## src/rtl/stack_pkg.sv

```systemverilog
// Shared types and constants for the operand-stack sequencer.
// stk_req() gives, per opcode, the pops it needs and whether it pushes a result.
package stack_pkg;

  localparam int STK_W     = 8;
  localparam int STK_DEPTH = 32;

  typedef enum logic [2:0] {
    OP_PUSHI = 3'b000,
    OP_POP   = 3'b001,
    OP_ADD   = 3'b010,
    OP_SUB   = 3'b011,
    OP_AND   = 3'b100,
    OP_OR    = 3'b101,
    OP_NOT   = 3'b110,
    OP_RSVD  = 3'b111
  } stk_op_e;

  typedef enum logic [2:0] {
    S_IDLE, S_POP1, S_TOS1, S_POP2, S_TOS2, S_EXEC, S_PUSH, S_FIN
  } stk_state_e;

  typedef struct packed {
    logic       legal;
    logic [1:0] pops;
    logic       push;
  } stk_req_t;

  function automatic stk_req_t stk_req(input stk_op_e op);
    stk_req_t r;
    r.legal = 1'b1;
    r.pops  = 2'd2;
    r.push  = 1'b1;
    case (op)
      OP_PUSHI: r.pops = 2'd0;
      OP_POP:   begin r.pops = 2'd1; r.push = 1'b0; end
      OP_NOT:   r.pops = 2'd1;
      OP_RSVD:  begin r.legal = 1'b0; r.pops = 2'd0; r.push = 1'b0; end
      default:  ;
    endcase
    return r;
  endfunction

endpackage

```

## src/rtl/stack_op_seq_alu.sv

```systemverilog
// Combinational stack ALU: a is the deeper operand, b the former top.
// Any opcode without an arithmetic meaning passes b through.
module stack_alu
  import stack_pkg::*;
#(
  parameter int W = STK_W
) (
  input  logic [W-1:0] i_a,
  input  logic [W-1:0] i_b,
  input  stk_op_e      i_op,
  output logic [W-1:0] o_result,
  output logic         o_zero
);

  always_comb begin
    o_result = i_b;
    case (i_op)
      OP_ADD:  o_result = i_a + i_b;
      OP_SUB:  o_result = i_a - i_b;
      OP_AND:  o_result = i_a & i_b;
      OP_OR:   o_result = i_a | i_b;
      OP_NOT:  o_result = ~i_b;
      default: o_result = i_b;
    endcase
    o_zero = (o_result == '0);
  end

endmodule

```

## src/rtl/stack_op_seq.sv

```systemverilog
// Expands one stack command into the pop/tos/push strobe sequence of the operand stack.
// States: IDLE accept | POP1,POP2 pop | TOS1,TOS2 read | EXEC capture | PUSH write | FIN done
module stack_op_seq
  import stack_pkg::*;
#(
  parameter int W     = STK_W,
  parameter int DEPTH = STK_DEPTH
) (
  input  logic         clk,
  input  logic         rst,
  input  logic         cmd_valid,
  output logic         cmd_ready,
  input  logic [2:0]   cmd_op,
  input  logic [W-1:0] cmd_imm,
  output logic         done,
  output logic         err,
  output logic [W-1:0] result,
  output logic         zero,
  output logic [5:0]   depth,
  output logic [W-1:0] stk_din,
  output logic         stk_push,
  output logic         stk_pop,
  output logic         stk_tos,
  input  logic [W-1:0] stk_dout
);

  stk_state_e   r_state, w_next;
  stk_op_e      r_op;
  logic [W-1:0] r_imm, r_a, r_b, r_result;
  logic         r_zero, r_err;
  logic [5:0]   r_depth;

  stk_req_t     w_req;
  logic         w_reject, w_binary, w_alu_zero;
  logic [W-1:0] w_alu, w_push_val;

  assign w_req    = stk_req(stk_op_e'(cmd_op));
  // Depth limits are judged at accept, so a rejected command never touches the stack.
  assign w_reject = !w_req.legal
                 || (r_depth < 6'(w_req.pops))
                 || (({1'b0, r_depth} + 7'(w_req.push)) > (7'(DEPTH) + 7'(w_req.pops)));
  assign w_binary = (r_op == OP_ADD) || (r_op == OP_SUB) || (r_op == OP_AND) || (r_op == OP_OR);
  assign w_push_val = (r_op == OP_PUSHI) ? r_imm : w_alu;

  stack_alu #(.W(W)) u_alu (
    .i_a      (r_a),
    .i_b      (r_b),
    .i_op     (r_op),
    .o_result (w_alu),
    .o_zero   (w_alu_zero)
  );

  always_comb begin
    w_next    = r_state;
    cmd_ready = 1'b0;
    stk_pop   = 1'b0;
    stk_tos   = 1'b0;
    stk_push  = 1'b0;
    stk_din   = '0;
    done      = 1'b0;
    err       = 1'b0;
    case (r_state)
      S_IDLE: begin
        cmd_ready = 1'b1;
        if (cmd_valid) w_next = w_reject ? S_FIN : ((w_req.pops == 2'd0) ? S_PUSH : S_POP1);
      end
      S_POP1: begin stk_pop = 1'b1; w_next = S_TOS1; end
      S_TOS1: begin stk_tos = 1'b1; w_next = w_binary ? S_POP2 : S_EXEC; end
      S_POP2: begin stk_pop = 1'b1; w_next = S_TOS2; end
      S_TOS2: begin stk_tos = 1'b1; w_next = S_EXEC; end
      S_EXEC: w_next = (r_op == OP_POP) ? S_FIN : S_PUSH;
      S_PUSH: begin stk_push = 1'b1; stk_din = w_push_val; w_next = S_FIN; end
      S_FIN:  begin done = 1'b1; err = r_err; w_next = S_IDLE; end
      default: w_next = S_IDLE;
    endcase
  end

  always_ff @(posedge clk or posedge rst) begin
    if (rst) begin
      r_state  <= S_IDLE;
      r_op     <= OP_PUSHI;
      r_imm    <= '0;
      r_a      <= '0;
      r_b      <= '0;
      r_result <= '0;
      r_zero   <= 1'b0;
      r_err    <= 1'b0;
      r_depth  <= '0;
    end else begin
      r_state <= w_next;
      if (cmd_ready && cmd_valid) begin
        r_op  <= stk_op_e'(cmd_op);
        r_imm <= cmd_imm;
        r_err <= w_reject;
      end
      // Stack data lands one cycle after each tos strobe: first read is b, second is a.
      if (r_state == S_POP2) r_b <= stk_dout;
      if (r_state == S_EXEC) begin
        if (w_binary) r_a <= stk_dout;
        else          r_b <= stk_dout;
      end
      if (r_state == S_EXEC && r_op == OP_POP) begin
        r_result <= stk_dout;
        r_zero   <= (stk_dout == '0);
      end
      if (r_state == S_PUSH && r_op != OP_PUSHI) begin
        r_result <= w_alu;
        r_zero   <= w_alu_zero;
      end
      if (stk_push)     r_depth <= r_depth + 6'd1;
      else if (stk_pop) r_depth <= r_depth - 6'd1;
    end
  end

  assign result = r_result;
  assign zero   = r_zero;
  assign depth  = r_depth;

endmodule

```

## config.mk

```make
export PLATFORM = sky130hd
export DESIGN_NAME = stack_op_seq
export DESIGN_NICKNAME = d
export VERILOG_FILES = /design/src/rtl/stack_pkg.sv /design/src/rtl/stack_op_seq_alu.sv /design/src/rtl/stack_op_seq.sv
export SDC_FILE = /design/constraint.sdc
export NUM_CORES = 1
export LEC_CHECK = 0
export ABC_AREA = 1
export CAP_MARGIN = 30
export CORE_ASPECT_RATIO = 1.5
export CORE_MARGIN = 2
export CORE_UTILIZATION = 58
export CTS_CLUSTER_SIZE = 30
export DETAILED_ROUTE_END_ITERATION = 10
export HOLD_SLACK_MARGIN = 0.1
export PLACE_DENSITY = 0.85
export SETUP_SLACK_MARGIN = 0.02
export SLEW_MARGIN = 5
export SYNTH_ARGS = -nofsm -noshare
export SYNTH_HDL_FRONTEND = slang
export SYNTH_SLANG_ARGS = --single-unit
export TNS_END_PERCENT = 30
```

## constraint.sdc

```tcl
create_clock -name clk -period 6.1 [get_ports clk]
set_input_delay 1.525 -clock clk [delete_from_list [all_inputs] [get_ports clk]]
set_output_delay 1.525 -clock clk [all_outputs]
set_load 0.05 [all_outputs]
```

==> results of run 1 <==
cell type report:
type / count / area, sq um / share of cell area (%)
Clock buffer: 6 / 82.6 / 2.09
Tap cell: 70 / 87.6 / 2.22
Multi-Input combinational cell: 330 / 1780 / 45.0
Sequential cell: 46 / 1150 / 29.1
Timing Repair Buffer: 52 / 515 / 13.0
Inverter: 74 / 278 / 7.03
Clock inverter: 2 / 60.1 / 1.52
registers in the layout, summed over array words and instances (netlist names):
name	cells
r_a	8
r_b	8
r_imm	8
result	8
depth	6
r_op	3
r_state	3
r_err	1
zero	1
kinds of logic after synthesis:
family | after synthesis
AND/OR/NAND/NOR | 203
AO/OA/AOI/OAI | 93
buffers and inverters | 81
flip-flops | 46
adder cells (fa/ha/maj) | 21
XOR/XNOR | 10
multiplexers | 3
synthesized netlist by cell type (5+ instances only):
cell	n	area share [%]
inv_1	71	8.2
ha_1	19	7.3
o211ai_1	10	2.3
xor2_1	8	2.2
nand3_1	36	5.6
o21ai_0	54	8.3
nor3_1	5	0.77
nand4_1	7	1.4
nor2_1	31	3.6
nand2_1	112	13
dfrtp_1	46	36
a21oi_1	19	2.9
worst max path at each step:
stage             from         end  slack (ns)  cells after the start
5_1_grt        r_op[2]  stk_din[6]        0.36                     16
3_5_place_dp   r_op[2]  stk_din[5]         1.0                     13
4_1_cts        r_op[2]  stk_din[5]        0.68                     13
3_3_place_gp    r_b[1]  stk_din[7]        1.18                     21
6_report        r_b[0]  stk_din[7]        0.65                     21
2_1_floorplan   r_b[0]  stk_din[7]        1.79                     20
placed cells by master (no fill, tap or decap), types with 2 or more instances in the layout:
cell and count:
o211ai_1 10, nor3_1 5, a22oi_1 2, o21ai_1 3, bufinv_16 2, nand3_1 36, nand3b_1 3, nand2_2 3
nand2_1 112, nor2_1 31, mux2_2 2, inv_2 3, dfrtp_1 46, buf_4 2, xnor2_1 2, a21oi_1 19
nand4_1 7, inv_1 70, xor2_1 8, fa_1 2, clkbuf_8 6, clkdlybuf4s50_1 50, o21ai_0 54, ha_1 19
nor4_1 2
per-layer routing:
metal | up-vias | track usage, % | wire [microns]
met5 | - | 0 | 0
met1 | 1559 | 35.1 | 3600
met4 | 0 | 16.0 | 314
met2 | 121 | 54.1 | 4670
met3 | 27 | 4.49 | 426
li1 | 1600 | - | -
metrics by stage:
step | setup WS, ns | util, % | hold slack [ns] | area (sq um) | instances
after global routing | 0.356 | 72.5 | 0.563 | 3950 | 580
final | 0.646 | 72.5 | 0.531 | 3950 | 580
after detailed placement | 0.996 | 69.9 | 0.507 | 3810 | 572
after global placement | 1.18 | 69.9 | 0.500 | 3810 | 572
after CTS | 0.679 | 72.5 | 0.529 | 3950 | 580
after floorplan | 1.79 | - | 0.476 | 3240 | 457
critical path, cell delays in order, from the launching register on:
cell and delay (ns):
dfrtp_1 0.44, inv_1 0.16, ha_1 0.16, inv_1 0.05
nor3_1 0.14, inv_1 0.08, o31ai_1 0.26, xor2_1 0.17
inv_1 0.06, ha_1 0.31, nand2_1 0.11, inv_1 0.04
nand2_1 0.05, nand2_1 0.04, a21oi_1 0.18, inv_1 0.06
nand2_1 0.06, nand3_1 0.06, nand2_1 0.09, nand3_1 0.14
o21ai_0 0.13, clkdlybuf4s50_1 0.84
==> run summary, run 1 <==
RSZ-0062 raised after global routing: false
hold_sp: r_a[7]
Post-CTS Hold Fix Bufs: 0
Mapped Area: 3240 sq um
synth unique cells: 34
endpoints failing hold: 0
overall die height: 95.5 microns
Hold EP: r_a[7]
first-pass GRT wire length: 14.6 mm
total grt overflow: 0
Remaining DRCs: 0
die footprint: 6210 sq um
first-pass iteration count of the detailed router: 4
number of port buffers: 50
layout cells sized above 1: 3.92%
minimum clock period: 5.45 ns
CP required: 4.58 ns
final critical-path share of the clock period: 89.4%
total track usage: 30.4%
Simple-Gate Fraction of Synth Area: 26.8%
wirelength, routed: 9.01 mm
number of flops mapped to enable cells by yosys: 0
Setup crit start kind: flop
DR iter-0 viols: 211
CP arrival: 3.93 ns
Clock Skew: 0.0125 ns
CTS root buffer: clkbuf_8
main combinational cell family by area after synthesis: simple AND/OR/NAND/NOR gates
Clock Latency Late Sink: 0.30 ns
Die X: 65.0 microns
Antenna Cells: 0
Synth Area in Compound Gates: 15.7%
CTS Sinks: 46
core area: 5450 sq um
final net count: 552
worst-path maximum fanout: 5
mux contribution to synthesized area: 1.00%
setup bufs post-CTS: 0
boundary pin count: 51
Starting Density: 59.4%
Fillers: 455
xor and xnor fraction of the mapped netlist area: 2.70%
Avg Synthesized Cell Area: 7.09 sq um
asr flop ratio synth: 100%
WL per Instance: 15.5 microns
Synth Net Count: 500
worst r2r dst: result[5]
Slew Limit Headroom: 35.5%
setup TNS: 0 ns
max frequency: 183 MHz
Worst Setup Path Type: reg -> out
H-tree depth: 2
global placement routability congestion: 1.03
Setup violations, final: 0
vias in the first global route: 3,271
Crit. End Element: output pin
Post-Synthesis Cells: 457
post-route ant nets: 0
vias per std cell: 5.70
DR vias: 3,307
top_reg_cell synth: dfrtp_1
hold depth: 2
Tightest Pin Transition: 0.961 ns
initial antenna violation count: 0
maximum clock path buffer count: 2
Synthesis Warnings: 0
Hold Crit Class: reg -> reg
CTS tree: built
#FFs+latches synth: 46
total CTS buffers: 5
Layout area overhead: 22.0%
# rows: 33
DPL Wire Length: 6.95 mm
R2R Setup Slk: 3.07 ns
Worst Reg2Reg Path Length in Cells: 12
# resized after CTS: 0
max cap viols: 0
pin count of the biggest net entering global routing: 47
worst reg2reg startpoint: r_op[2]
fin. max-slew vios: 0
register area share after synthesis: 35.5%
clock slew at reported path FFs: 0.08 ns
outcome: finished, final reports clean
Post-Synth Adder-Cell Area: 8.57%
Power of run 1 is left out: the tool's default activity adds up to more than one toggle a clock period on the data nets, which glitch-free logic cannot reach.
==> run 2, diff against run 1 <==
CORE_UTILIZATION = 55   (was 58)
PLACE_DENSITY = 0.81   (was 0.85)
SLEW_MARGIN = unset   (was 5)
==> run 2 against run 1 <==
  * Hold slack worse by 0.0086 ns
  * Register-to-register slack better by 0.14 ns
  * First-iteration DRC count down 21%
  * Worst setup slack better by 0.064 ns
  * Die area up 5.2%
  * Wire length down 4.5%
  * Utilization down 4.6 points
  * Flip-flop and latch count unchanged
  * Global-route usage down 1.1 points
  * Critical path depth unchanged
==> run summary, run 2 (synthesized netlist as in run 1, its figures left out) <==
DP Worst Slack: 1.08 ns
crit path cell chain: inv_1 -> ha_1 -> inv_1 -> nor3_1 -> inv_1 -> o31ai_1 -> xor2_1 -> inv_1 -> ha_1 -> nand2_1 -> inv_1 -> nand2_1 -> nand2_1 -> a21oi_1 -> inv_1 -> nand2_1 -> nand3_1 -> nand2_1 -> nand3_1 -> o21ai_0 -> clkdlybuf4s50_1
Hold Crit Class: reg -> reg
Final Util: 67.9%
most common cell after layout, fill and taps aside: nand2_1
DPL Wire Length: 6.78 mm
fin worst setup slack: 0.710 ns
worst-path maximum fanout: 5
core area: 5740 sq um
# resized after CTS: 0
first-pass iteration count of the detailed router: 4
first-pass GRT wire length: 14.9 mm
setup bufs post-CTS: 0
minimum clock period: 5.39 ns
worst path bufs/invs: 7
Layout area overhead: 20.3%
Remaining DRCs: 0
critical path startpoint: r_b[0]
worst reg2reg startpoint: r_b[0]
final net count: 552
Post-CTS Hold Fix Bufs: 0
total track usage: 29.3%
most frequent cell on the critical path: inv_1
max cap viols: 0
die footprint: 6530 sq um
met1 Usage GRT: 36.3%
overall die height: 98.0 microns
setup TNS: 0 ns
final critical-path share of the clock period: 88.4%
GR Util met3: 4.38%
boundary pin count: 51
grt met2 use: 48.8%
wirelength, routed: 8.60 mm
CTS Sinks: 46
H-tree depth: 2
pin count of the biggest net entering global routing: 47
CTS tree: built
Antenna Cells: 0
hold_ws: 0.522 ns
total grt overflow: 0
vias per std cell: 5.51
endpoints failing hold: 0
fin. max-slew vios: 0
Critical Path Max Stage Delay: 0.84 ns
DR iter-0 viols: 166
post-route ant nets: 0
# rows: 34
number of port buffers: 50
global placement routability congestion: 0.965
DR vias: 3,208
Slew Limit Headroom: 39.4%
RSZ-0062 raised after global routing: false
Setup crit start kind: flop
maximum clock path buffer count: 2
layout cells sized above 1: 3.73%
Slowest-stage cell, CP: clkdlybuf4s50_1
Crit path max-delay family: buffers and inverters
Crit. End Element: output pin
vias in the first global route: 3,277
initial antenna violation count: 0
CTS root buffer: clkbuf_8
outcome: finished, final reports clean
WL per Instance: 14.8 microns
Worst Setup Path Type: reg -> out
Setup violations, final: 0
Die X: 66.7 microns
Clock Latency Late Sink: 0.30 ns
Clock Skew: 0.0138 ns
CP arrival: 3.87 ns
max frequency: 186 MHz
global route hottest layer: met2
hold_sp: result[3]
clock slew at reported path FFs: 0.09 ns
Tightest Pin Transition: 0.902 ns
commonest non-fill, non-tap cells in the layout: nand2_1, inv_1, o21ai_0
CP required: 4.58 ns
total CTS buffers: 5
Starting Density: 56.4%
run 2: changes by cell type in the layout (fill, tap and decap cells not counted), sizes merged:
cell,change
bufinv,-2
clkinv,+2
run 2: area by class of cell:
class	count	area, sq um
clock buffers	6	72.6
clock inverters	2	13.8
fillers	508	1850
inverters	74	278
multi-input cells	330	1780
flip-flops and latches	46	1150
well taps	72	90.1
repair buffers	52	515
run 2: final timing paths:
kind                         endpoint  depth (start not counted)  slack, ns
max                        stk_din[7]                         21       0.71
min                         result[3]                          2       0.52
max reg2reg                      zero                         20       3.21
min reg2reg                 result[3]                          2       0.52
max in group asynchronous    depth[2]                          3       4.02
min in group asynchronous   result[4]                          3       1.67
run 2: worst reg2reg max path: cells and delay by family, from the launching register on:
| family | cells | cell delay, ns |
|---|---|---|
| AND/OR/NAND/NOR | 9 | 0.77 |
| AO/OA/AOI/OAI | 3 | 0.60 |
| adder cells (fa/ha/maj) | 2 | 0.48 |
| flip-flops | 1 | 0.43 |
| buffers and inverters | 5 | 0.36 |
| XOR/XNOR | 1 | 0.17 |
run 2: stage by stage:
stage / instances / instance area [sq um]
5_1_grt: 582 / 3900
2_1_floorplan: 457 / 3240
6_report: 582 / 3900
3_3_place_gp: 574 / 3810
3_5_place_dp: 574 / 3810
4_1_cts: 582 / 3900
run 2: routing by layer:
metal	part of all wire, %	vias to the layer above	wire, microns
met2	50	85	4320
met4	4.5	0	387
met1	41	1495	3570
li1	-	1598	-
met3	3.8	30	324
met5	0	-	0
Power of run 2 is left out for the same reason.
